**src/rtl/mux5_scan_ctrl.sv**
```systemverilog
// mux5_scan_ctrl: steps a 5-to-1 channel mux through channels 0..4, samples
// each channel at the end of its dwell, and hands the assembled 5-bit frame
// downstream over a valid/ready handshake. Single-shot or continuous scanning.
//
// state | meaning
// ------+-------------------------------------------------------------
// IDLE  | waiting for start; sel parked at 0, busy low
// SCAN  | walking sel through channels 0..4, DWELL cycles each
// HOLD  | frame complete but output register still full; sel held at 4
module mux5_scan_ctrl #(
  parameter int DWELL = 2,
  parameter int CNT_W = 4
) (
  input  logic       clk,
  input  logic       rst,
  input  logic       start,
  input  logic       cont,
  input  logic       mux_out,
  output logic [2:0] sel,
  output logic [4:0] frame,
  output logic       frame_valid,
  input  logic       frame_ready,
  output logic       busy
);

  typedef enum logic [1:0] {
    IDLE = 2'd0,
    SCAN = 2'd1,
    HOLD = 2'd2
  } state_t;

  localparam logic [CNT_W-1:0] CNT_LAST = CNT_W'(DWELL - 1);
  localparam logic [2:0]       CH_LAST  = 3'd4;

  state_t           state;
  logic [2:0]       ch;
  logic [CNT_W-1:0] cnt;
  logic [3:0]       shadow;
  logic             bit4;
  logic             dwell_end;
  logic             out_free;

  // ch is a register, so sel has no combinational path from any input
  assign sel       = ch;
  assign dwell_end = (cnt == CNT_LAST);
  // output register can take a new frame if empty or being drained this cycle
  assign out_free  = ~frame_valid | frame_ready;

  // scan sequencer, sample assembly and output handshake register
  always_ff @(posedge clk or posedge rst) begin
    if (rst) begin
      state       <= IDLE;
      ch          <= 3'd0;
      cnt         <= '0;
      shadow      <= 4'd0;
      bit4        <= 1'b0;
      frame       <= 5'd0;
      frame_valid <= 1'b0;
      busy        <= 1'b0;
    end else begin
      // a transfer empties the output register; a load below overrides this
      if (frame_valid && frame_ready) frame_valid <= 1'b0;

      case (state)
        IDLE: begin
          if (start) begin
            state <= SCAN;
            ch    <= 3'd0;
            cnt   <= '0;
            busy  <= 1'b1;
          end
        end

        SCAN: begin
          if (!dwell_end) begin
            cnt <= cnt + CNT_W'(1);
          end else begin
            cnt <= '0;
            if (ch < CH_LAST) begin
              shadow[ch[1:0]] <= mux_out;
              ch              <= ch + 3'd1;
            end else if (out_free) begin
              frame       <= {mux_out, shadow};
              frame_valid <= 1'b1;
              ch          <= 3'd0;
              state       <= cont ? SCAN : IDLE;
              busy        <= cont;
            end else begin
              // channel 4 must be captured now; sel stays at 4 while we wait
              bit4  <= mux_out;
              state <= HOLD;
            end
          end
        end

        HOLD: begin
          if (frame_ready) begin
            frame       <= {bit4, shadow};
            frame_valid <= 1'b1;
            ch          <= 3'd0;
            cnt         <= '0;
            state       <= cont ? SCAN : IDLE;
            busy        <= cont;
          end
        end

        default: begin
          state <= IDLE;
          ch    <= 3'd0;
          cnt   <= '0;
          busy  <= 1'b0;
        end
      endcase
    end
  end

endmodule

```
**config.mk**
```make
export PLATFORM = sky130hd
export DESIGN_NAME = mux5_scan_ctrl
export DESIGN_NICKNAME = d
export VERILOG_FILES = /design/src/rtl/mux5_scan_ctrl.sv
export SDC_FILE = /design/constraint.sdc
export NUM_CORES = 1
export LEC_CHECK = 0
export ABC_AREA = 1
export CORE_MARGIN = 3
export CORE_UTILIZATION = 49
export CTS_BUF_LIST = sky130_fd_sc_hd__clkbuf_4 sky130_fd_sc_hd__clkbuf_8
export CTS_CLUSTER_DIAMETER = 200
export DETAILED_ROUTE_END_ITERATION = 8
export PLACE_DENSITY_LB_ADDON = 0.3
export SYNTH_ARGS = -nofsm -noshare
export SYNTH_HDL_FRONTEND = slang
export SYNTH_SLANG_ARGS = --single-unit
```
**constraint.sdc**
```tcl
create_clock -name clk -period 1.61 [get_ports clk]
set_input_delay 0.322 -clock clk [delete_from_list [all_inputs] [get_ports clk]]
set_output_delay 0.322 -clock clk [all_outputs]
set_load 0.1 [all_outputs]
```
==> metrics.csv <==
metric,value,unit
finalSetupViolations,0,
met2WireLength,1260,um
antenna_found_initial,0,
period_share,0.937,
ant_nets,0,
tightest_slew,317,ps
hold_class,in -> async,
start_util,0.523,
cp-end-kind,register,
fmax,663,MHz
clock_path_buffers,2,
wire_per_inst,11.7,um
die_w,57.9,um
startpoint,state[1]$_DFFE_PP0P_,
h-tree-depth,1,
io_pins,16,
crit_required,1810,ps
core-area,0.00252,mm^2
synth_cells,159,
ir_drop,0.00149,V
dieArea,0.00335,mm^2
rows,18,
dr.pass1.iters,4,
vias_per_cell,5.05,
r2r-start,state[1]$_DFFE_PP0P_,
grt_max_degree,22,
syn_nets,175,
grt_pass1_wl,4290,um
slew_violations,0,
yosysUniqueCellTypes,23,
cpMostUsedCell,inv_1,
power.density,2030,mW/mm^2
die_h,57.9,um
synthFlopType,dfrtp_1,
numClockSinks,21,
cp_slowest_cell,dfrtp_1,
grt-ovfl-total,0,
instances_no_fill,209,
cpPeakStageDelay,440,ps
n_antenna_cell,0,
cap_violations,0,
grt_pass1_vias,1009,
ys_async_sr_fraction,1.00,
status,completed,
wl,2440,um
p_leak,0.803,nW
cp.arrival,1710,ps
dr_wl_met3,91,um
layout-drive-gt1-share,0.235,
place_congestion,0.798,
syn_area,0.00132,mm^2
path_cells,"inv_1, ha_2, nand2_2, inv_1, nand3_1, nand2_1, o21ai_1",
clk_latency,310,ps
cts_tree,built,
fin_setup_tns,0,ps
wl_met1,1080,um
seq_area_frac_synth,0.398,
num_vias,1056,
dp_hpwl,1960,um
hold_viol,0,
drc,0,
nets,196,
worst-setup-path-type,reg -> reg,
slew-limit-headroom,0.787,
port_buffers,15,
synthToLayoutAreaGrowth,24.4,%
period_needed,1510,ps
cts_buffers,3,
post_cts.repair.setup_buffers,0,
synth_edf_count,0,
cts.clk_slew.worst_paths,130,ps
cts-hold-fix-buffers,0,
drtIter0Drc,24,
dp_cells,205,
synth-seq-cells,21,
grtUsageTotal,0.164,
cts-root-buf,clkbuf_4,
yosysWarnings,0,
path_max_fanout,9,
fin_skew,7.14,ps
highest_layer,met4,
crit_path_start_kind,register,
grt_setup_unrepaired,true,
syn_avg_cell_area,8.29,um^2
[power by group]
part	leakage (nW)	internal, W	switching [W]
logic	0.528	0.000754	0.00141
registers	0.258	0.000715	0.000187
clock network	0.0177	0.0000929	0.000171
[synth_stat cells (4+ instances only)]
cell,n,area [um^2]
dfrtp_1,21,526
nand3_1,7,35.0
o21ai_0,10,50.1
nand2_1,43,161
nand4_1,10,62.6
nor2_1,7,26.3
inv_2,4,15.0
ha_1,10,125
nand2_4,4,45.0
inv_1,20,75.1
[placed cells by master, fill, tap and decap left out, types with 3 or more instances in the layout]
| cell | netlist | layout |
|---|---|---|
| nor2_4 | 3 | 3 |
| buf_4 | 0 | 4 |
| o21ai_1 | 3 | 3 |
| inv_2 | 4 | 4 |
| buf_12 | 0 | 10 |
| dfrtp_1 | 21 | 17 |
| ha_1 | 10 | 8 |
| inv_1 | 20 | 20 |
| nand4_1 | 10 | 10 |
| nand3_1 | 7 | 7 |
| nand2_1 | 43 | 43 |
| a21oi_1 | 3 | 3 |
| nand2_4 | 4 | 4 |
| clkdlybuf4s50_1 | 0 | 5 |
| clkbuf_4 | 0 | 3 |
| dfrtp_2 | 0 | 4 |
| o21ai_0 | 10 | 10 |
| nor2_1 | 7 | 7 |
[critical path, delay by kind of cell (launching register included)]
family	cells	cell delay [ps]
fa+ha+maj	1	310
flops	1	440
simple gates	3	360
buf+inv	2	230
compound gates	1	60
[metrics by stage]
step                      hold WS (ps)  utilization  worst slack (ps)  power [W]  area, um^2
after global placement             468        0.637              10.5    0.00304        1610
after global routing               337        0.650             -8.62    0.00355        1640
after CTS                          332        0.649              82.5    0.00336        1640
after floorplan                    298            -               171    0.00244        1320
final                              328        0.650               101    0.00333        1640
after detailed placement           474        0.637             -24.9    0.00309        1610
[state kept, by name, indices dropped and copies added (netlist names)]
signal       cells
state            2
busy             1
cnt              4
shadow           4
frame_valid      1
bit4             1
frame            5
sel              3
[metal layers]
layer,global-route usage,up-vias
li1,-,544
met1,0.198,493
met2,0.292,17
met3,0.0423,2
met4,0.0397,0
met5,0,-
[layout make-up]
cell class                      count  area, um^2
Multi-Input combinational cell    111         674
Timing Repair Buffer               19         280
Sequential cell                    21         531
Fill cell                         212         882
Clock inverter                      1        5.00
Clock buffer                        3        22.5
Inverter                           24        90.1
Tap cell                           30        37.5
[logic make-up after synthesis]
group | share of synthesized area
adders and majority gates | 0.0949
xor gates and xnor gates | 0.00664
AOI/OAI and AO/OA | 0.0607
DFF | 0.398
and+or+nand+nor | 0.345
buffers and inverters | 0.0939
[path summary, 6_finish.rpt]
| kind | slack [ps] | endpoint | cells past startpoint |
|---|---|---|---|
| setup / recovery | 100 | bit4$_DFFE_PP0P_ | 7 |
| hold / removal | 330 | frame[4]$_DFFE_PP0P_ | 3 |
| setup reg to reg | 100 | bit4$_DFFE_PP0P_ | 7 |
| hold reg to reg | 500 | shadow[0]$_DFFE_PP0P_ | 2 |
| max in group asynchronous | 1050 | sel[0]$_DFFE_PP0P_ | 3 |
| min in group clk | 500 | shadow[0]$_DFFE_PP0P_ | 2 |
[what timing repair did]
action / CTS / global route
pin swaps: 0 / 0
resized for setup: 1 / 1
endpoints found under the setup margin: 6 / 9
Note: power is estimated with default switching activity, not from simulation.
